$ cat config.mk
export PLATFORM = sky130hd
export DESIGN_NAME = qam_symbol_packer_flat
export DESIGN_NICKNAME = d
export VERILOG_FILES = /design/src/rtl/qam_symbol_packer_if.sv /design/src/rtl/qam_symbol_packer.sv /design/src/flat_wrapper.sv
export SDC_FILE = /design/constraint.sdc
export NUM_CORES = 1
export LEC_CHECK = 0
export ABC_AREA = 1
export BUFFER_PORTS_ARGS = -buffer_cell sky130_fd_sc_hd__buf_2
export CAP_MARGIN = 20
export CORE_UTILIZATION = 55
export DETAILED_ROUTE_END_ITERATION = 12
export PLACE_DENSITY = 0.78
export SYNTH_ARGS = -nofsm -noshare
export SYNTH_HDL_FRONTEND = slang
export SYNTH_SLANG_ARGS = --single-unit
$ cat constraint.sdc
create_clock -name i_clk -period 3 [get_ports i_clk]
set_input_delay 0.3 -clock i_clk [delete_from_list [all_inputs] [get_ports i_clk]]
set_output_delay 0.3 -clock i_clk [all_outputs]
set_load 0.05 [all_outputs]
$ cat src/rtl/qam_symbol_packer_if.sv
// Byte-in / symbol-out handshake bundle for the QAM symbol packer.
// The slave modport is the packer side; the master modport is the producer/consumer side.
interface qam_symbol_packer_if #(
   parameter int IN_WIDTH = 8,
   parameter int BPS      = 4
);
   logic [IN_WIDTH-1:0] in_data;
   logic                in_valid;
   logic                in_last;
   logic                in_ready;
   logic [BPS-1:0]      out_data;
   logic                out_valid;
   logic                out_last;
   logic                out_ready;

   modport slave (
      input  in_data, in_valid, in_last, out_ready,
      output in_ready, out_data, out_valid, out_last
   );

   modport master (
      output in_data, in_valid, in_last, out_ready,
      input  in_ready, out_data, out_valid, out_last
   );
endinterface

$ cat src/rtl/qam_symbol_packer.sv
// Repacks IN_WIDTH-bit words LSB-first into BPS-bit symbols; first symbol is valid the cycle after accept, state holds under backpressure.
// Optional frame flush of a zero-padded residual symbol is enabled by defining QAM_PACK_FLUSH_EN.
module qam_symbol_packer #(
   parameter int POINTS   = 16,
   parameter int IN_WIDTH = 8
) (
   input logic                i_clk,
   input logic                i_rst,
   qam_symbol_packer_if.slave bus
);
   localparam int BPS   = $clog2(POINTS);
   localparam int ACC_W = IN_WIDTH + BPS - 1;
   localparam int CNT_W = $clog2(ACC_W + 1);

   localparam logic [CNT_W-1:0] C_BPS = CNT_W'(BPS);
   localparam logic [CNT_W-1:0] C_INW = CNT_W'(IN_WIDTH);

   logic [ACC_W-1:0] r_acc;
   logic [CNT_W-1:0] r_cnt;

   logic             w_in_ready;
   logic             w_out_valid;
   logic             w_out_last;
   logic             w_in_fire;
   logic             w_out_fire;
   logic [ACC_W-1:0] w_in_ext;

`ifdef QAM_PACK_FLUSH_EN
   logic r_flush;

   always_ff @(posedge i_clk or posedge i_rst) begin
      if (i_rst) begin
         r_flush <= 1'b0;
      end else if (w_in_fire && bus.in_last) begin
         r_flush <= 1'b1;
      end else if (w_out_fire && w_out_last) begin
         r_flush <= 1'b0;
      end
   end

   assign w_in_ready  = (r_cnt < C_BPS) && !r_flush;
   assign w_out_valid = (r_cnt >= C_BPS) || (r_flush && (r_cnt != '0));
   assign w_out_last  = r_flush && (r_cnt <= C_BPS) && (r_cnt != '0);
`else
   logic w_unused_last;

   assign w_unused_last = bus.in_last;
   assign w_in_ready    = (r_cnt < C_BPS);
   assign w_out_valid   = (r_cnt >= C_BPS);
   assign w_out_last    = 1'b0;
`endif

   assign w_in_fire  = bus.in_valid && w_in_ready;
   assign w_out_fire = w_out_valid && bus.out_ready;
   assign w_in_ext   = {{(BPS-1){1'b0}}, bus.in_data};

   // Bits of r_acc at and above r_cnt are always zero, so OR-ing the shifted word places it at acc[cnt +: IN_WIDTH].
   always_ff @(posedge i_clk or posedge i_rst) begin
      if (i_rst) begin
         r_acc <= '0;
         r_cnt <= '0;
      end else if (w_in_fire) begin
         r_acc <= r_acc | (w_in_ext << r_cnt);
         r_cnt <= r_cnt + C_INW;
      end else if (w_out_fire) begin
         r_acc <= r_acc >> BPS;
         r_cnt <= (r_cnt >= C_BPS) ? (r_cnt - C_BPS) : '0;
      end
   end

   assign bus.in_ready  = w_in_ready;
   assign bus.out_valid = w_out_valid;
   assign bus.out_last  = w_out_last;
   assign bus.out_data  = r_acc[BPS-1:0];
endmodule
$ cat src/flat_wrapper.sv
// flat-port wrapper written by rule: the top's interface ports become plain ports
module qam_symbol_packer_flat 
#(
   parameter int POINTS   = 16,
   parameter int IN_WIDTH = 8
)
  (i_clk, i_rst, bus_in_data, bus_in_valid, bus_in_last, bus_out_ready, bus_in_ready, bus_out_data, bus_out_valid, bus_out_last);
  qam_symbol_packer_if #(.IN_WIDTH(IN_WIDTH)) bus_i ();
  input logic i_clk;
  input logic i_rst;
  input wire logic [$bits(bus_i.in_data)-1:0] bus_in_data;
  input wire logic [$bits(bus_i.in_valid)-1:0] bus_in_valid;
  input wire logic [$bits(bus_i.in_last)-1:0] bus_in_last;
  input wire logic [$bits(bus_i.out_ready)-1:0] bus_out_ready;
  output wire logic [$bits(bus_i.in_ready)-1:0] bus_in_ready;
  output wire logic [$bits(bus_i.out_data)-1:0] bus_out_data;
  output wire logic [$bits(bus_i.out_valid)-1:0] bus_out_valid;
  output wire logic [$bits(bus_i.out_last)-1:0] bus_out_last;
  assign bus_i.in_data = bus_in_data;
  assign bus_i.in_valid = bus_in_valid;
  assign bus_i.in_last = bus_in_last;
  assign bus_i.out_ready = bus_out_ready;
  assign bus_in_ready = bus_i.in_ready;
  assign bus_out_data = bus_i.out_data;
  assign bus_out_valid = bus_i.out_valid;
  assign bus_out_last = bus_i.out_last;
  qam_symbol_packer #(.POINTS(POINTS), .IN_WIDTH(IN_WIDTH)) u_core (.i_clk(i_clk), .i_rst(i_rst), .bus(bus_i));
endmodule
== Word level (Yosys, flattened, before mapping) ==
Index checks and enable logic that the tools add are counted.

* Bits in read-only memories: 0
* RAM bits: 0
* Flip-flop bits (word level): 15
* Memories kept: 0
* Output and inout port bits: 7
* Bits in latches: 0

* Bitwise gates (word level): 1
* Shift-type cells: 1
* Reduce and logical (&&, ||, !) cells: 3
* Add/sub/neg operators: 2
* Div/mod/pow operators: 0
* Equality and inequality tests: 0
* Muxes and demuxes: 5
* Multiply operators: 0
* Magnitude comparators: 2

{| class="wikitable"
|+ Operator list
! cell !! count
|-
| two-way mux 11 bit || 2
|-
| two-way mux 4 bit || 3
|-
| OR 11 bit || 1
|-
| << shifter 8 x 4 -> 11 bit || 1
|-
| adder 4 bit (second input constant) || 1
|-
| >= comparator 4 x 3 -> 1 bit (second input constant) || 1
|-
| less-than comparator 4 x 3 -> 1 bit (second input constant) || 1
|-
| subtractor 4 x 3 -> 4 bit (second input constant) || 1
|-
| logical AND 1 bit || 2
|-
| nonzero test 2 bit || 1
|}

== Depth between registers and ports, before layout ==
* Depth after elaboration: 4
* Gate-level depth with buffers: 7
* Mapped depth without buffers: 6

== Worst setup path before layout ==
Ideal clock, no wire load.

* Path kind: reg-to-output
* Start: register u_core.r_cnt[3]
* End: output port bus_out_valid
* Stages on the path, launching flop included: 4
* Slack: 1.214 ns
* Arrival time: 1.486 ns
* Buffers on the path: 0
* Cells stage by stage: dfrtp_1 -> inv_2 -> ha_1 -> inv_1

* Cells in the longest elaborated chain, start to end: 1

{| class="wikitable"
|+ RTL lines
! what !! RTL line !! RTL
|-
| start, declared || qam_symbol_packer.sv:19 || <nowiki>logic [CNT_W-1:0] r_cnt;</nowiki>
|-
| start signal, assigned || qam_symbol_packer.sv:64 || <nowiki>r_cnt <= r_cnt + C_INW;</nowiki>
|-
| start signal, assigned || qam_symbol_packer.sv:67 || <nowiki>r_cnt <= (r_cnt >= C_BPS) ? (r_cnt - C_BPS) : '0;</nowiki>
|-
| >= comparator 4 x 3 -> 1 bit || qam_symbol_packer.sv:49 || <nowiki>assign w_out_valid = (r_cnt >= C_BPS);</nowiki>
|-
| end, declared || flat_wrapper.sv:17 || <nowiki>output wire logic [$bits(bus_i.out_valid)-1:0] bus_out_valid;</nowiki>
|}

Every way passes these cells.

== Worst setup path after layout ==
* Start: register u_core.r_cnt[2]
* End: output port bus_out_valid

Same word-level chain as after synthesis.

==> impl_results.rst <==
.. list-table::
   :header-rows: 1

   * - Metric
     - Value
   * - Status
     - completed
   * - Routed WL
     - between 1500 and 2000 µm
   * - Max clock buf depth
     - 2
   * - Post-synth top area share
     - around two fifths
   * - Global-route wire length before repair
     - about 2400 µm
   * - Dominant cell type by area after synthesis
     - dfrtp_1
   * - Total of warnings raised by yosys
     - 0
   * - Fraction of registers with async set or reset after synthesis
     - 100%
   * - Count of H-tree levels built during CTS
     - 1
   * - Area growth from synthesis to layout
     - 5.75%
   * - Die boundary height
     - between 40 and 50 µm
   * - Worst Hold Class
     - in2async
   * - Seq/Total Area, Yosys
     - a little under two fifths
   * - Post-Syn Instances
     - about 110
   * - Area of the multi-input gates
     - 400 µm²
   * - Clock Tree Root
     - clkbuf_4
   * - Worst setup path endpoint
     - bus_out_valid
   * - Reg clk slew, reported paths
     - roughly 80 ps
   * - Minimum clock period
     - about 2000 ps
   * - Worst setup skew after layout
     - between 2 and 2.5 ps
   * - CP startpoint kind
     - flip-flop
   * - Quantity of I/O buffers inserted on ports
     - 17
   * - Req. time, crit path
     - between 2000 and 3000 ps
   * - Antenna violations before repair
     - 0
   * - Count of distinct cell types in the synthesized netlist
     - 17
   * - Remaining global-route overflow
     - 0
   * - Nets
     - 141
   * - Total standard cell area after synthesis
     - about 850 µm²
   * - Via-per-instance ratio
     - between 5 and 6
   * - Type of element capturing the critical path
     - output pin
   * - Capturing point of the worst reg2reg path
     - u_core.r_acc[4]
   * - Post-CTS Repair Setup Buffers
     - 0
   * - Maximum achievable frequency
     - just over 500 MHz
   * - Avg Cell Area, Syn
     - 7.64 µm²
   * - Maximum number of pins on one net before global-route repair
     - 14
   * - Net count after synthesis
     - 128
   * - Final HPWL from detailed placement
     - ~1200 µm
   * - Count of flip-flops with a built-in enable after synthesis
     - 0
   * - Worst setup path startpoint
     - u_core.r_cnt[2]
   * - Pwr dens
     - 1060 nW/µm²
   * - Die width
     - approximately 41 µm
   * - Boundary Pins
     - 20
   * - Detailed-routing iteration count for the pre-antenna-repair pass
     - 4
   * - Class of the most critical setup path
     - reg2out
   * - Critical R2R Launch
     - u_core.r_cnt[2]
   * - TritonCTS Sinks
     - 13
   * - Wire length per cell after detailed routing
     - roughly 12 µm
   * - Critical path arrival
     - 1670 ps
   * - Placement Rows
     - 13
   * - Number of buffers created by CTS
     - 3
   * - Largest cells by area after synthesis
     - dfrtp_1, nand2_1, nand3_1
   * - Gates resized, CTS repair
     - 0
   * - RSZ-0062 raised after global routing
     - false
   * - Clock insertion delay at the later pin of the skew report
     - around 270 ps
   * - Flip-flop and latch area
     - 325 µm²
   * - ANT cells
     - 0
   * - Peak fanout along the critical path
     - 13
   * - Total of endpoints with negative setup slack in the final report
     - 0
   * - Starting utilization of the core area
     - just over 60%
   * - CTS Hold Bufs
     - 0
   * - Drt drc
     - 0
   * - Most frequently used flop master after synthesis
     - dfrtp_1
   * - Worst hold margin
     - around 33 ps
   * - Number of cells traversed by the worst register-to-register path
     - 6
   * - Placeable core region
     - approximately 1400 µm²
   * - Top cells by instance count after synthesis
     - nand2_1, nand3_1, dfrtp_1
   * - Library cell with the highest instance count after synthesis
     - nand2_1
   * - Number of max-slew violations in the final report
     - 0
   * - Register-to-Register Setup Slack
     - between 1000 and 1500 ps
   * - Count of fill cells added during filler insertion
     - approximately 150
   * - Remaining antenna violation count after routing
     - 0
   * - Clock tree from TritonCTS
     - built
   * - Die area
     - between 1500 and 2000 µm²
   * - Number of max-cap violations
     - 0
   * - Ratio of cells with drive above 1 in the final layout
     - 22.0%
   * - Placer Congestion
     - 0.773
   * - Synth Register Bits
     - 13
   * - Leak
     - approximately 0.00051 µW
   * - Final total negative setup slack
     - 0 ps
   * - Crit share post-route
     - roughly two thirds
   * - Overall routing resource usage
     - between 20% and 30%
   * - Hold Fails Final Rpt
     - 0
   * - Vias in the first global route
     - around 570
   * - Detailed router's first-iteration violation count
     - 12
   * - Via count of the routed design
     - approximately 700
   * - Maximum resistive drop on vdd
     - 0.472 mV
## per-stage QoR
step / total power, µW / cell area (µm²) / worst slack [ps] / cells / utilization (%)
finish: 949 / 897 / 1030 / 138 / 65.7
CTS: 957 / 897 / 1010 / 138 / 65.7
detailed placement: 847 / 871 / 1270 / 134 / 63.7
global route: 1030 / 897 / 950 / 138 / 65.7
global placement: 833 / 871 / 1310 / 134 / 63.7
floorplan: 802 / 848 / 1210 / 111 / -
## worst max-delay path, stage by stage (launching register included)
cell and delay [ps]:
dfrtp_1 600, inv_2 180, ha_1 300, inv_1 60, buf_2 250
## cells in the final DEF, fill, tap and decap left out
master    Yosys  layout
nand2_1      41      41
buf_2         0      17
nand3_1      14      14
dfrtp_1      13      13
nand4_1       8       8
inv_1         7       7
inv_2         4       4
nor2_1        4       4
ha_1          4       4
clkbuf_4      0       3
o21ai_0       2       2
nand2_4       1       1
nand3_4       1       1
nor2_4        1       1
nand3b_1      1       1
conb_1        1       1
clkbuf_1      0       1
## power breakdown
part	internal, µW	total (µW)	switching, µW
clock network	51.5	107	56.0
logic	141	513	372
registers	257	329	72.2
## how the worst min path moves through the flow
stage,start,endpoint,slack [ps],depth (start not counted)
2_1_floorplan,i_rst,u_core.r_acc[0],180,1
3_3_place_gp,i_rst,u_core.r_acc[1],340,2
3_5_place_dp,i_rst,u_core.r_acc[1],350,2
4_1_cts,i_rst,u_core.r_acc[1],50,2
5_1_grt,i_rst,u_core.r_acc[4],90,2
6_report,i_rst,u_core.r_acc[1],30,2
## state kept, by name, summed over array words and instances, names as in the netlist
| register | cells |
|---|---|
| u_core.r_cnt | 2 |
| u_core.r_acc | 11 |
## layout make-up
cell class / count / share of cell area [%]
inverters: 11 / 4.60
clock buffers: 4 / 2.93
multi-input cells: 78 / 44.6
well taps: 15 / 2.09
flip-flops and latches: 13 / 36.3
repair buffers: 17 / 9.48
## cell families after synthesis
group,count (synthesis),synth area share (%)
and+or+nand+nor,71,39.7
buffers and inverters,20,14.5
DFF,13,38.3
adders and majority gates,4,5.90
AOI/OAI and AO/OA,2,1.18
other,1,0.442
## per-layer routing
metal  track usage [%]  share of wire, %
met5                 0                 0
met4              9.68              0.63
met3              4.89               4.4
met2              32.8                46
met1              30.8                49
Note: power is estimated with default switching activity, not from simulation.
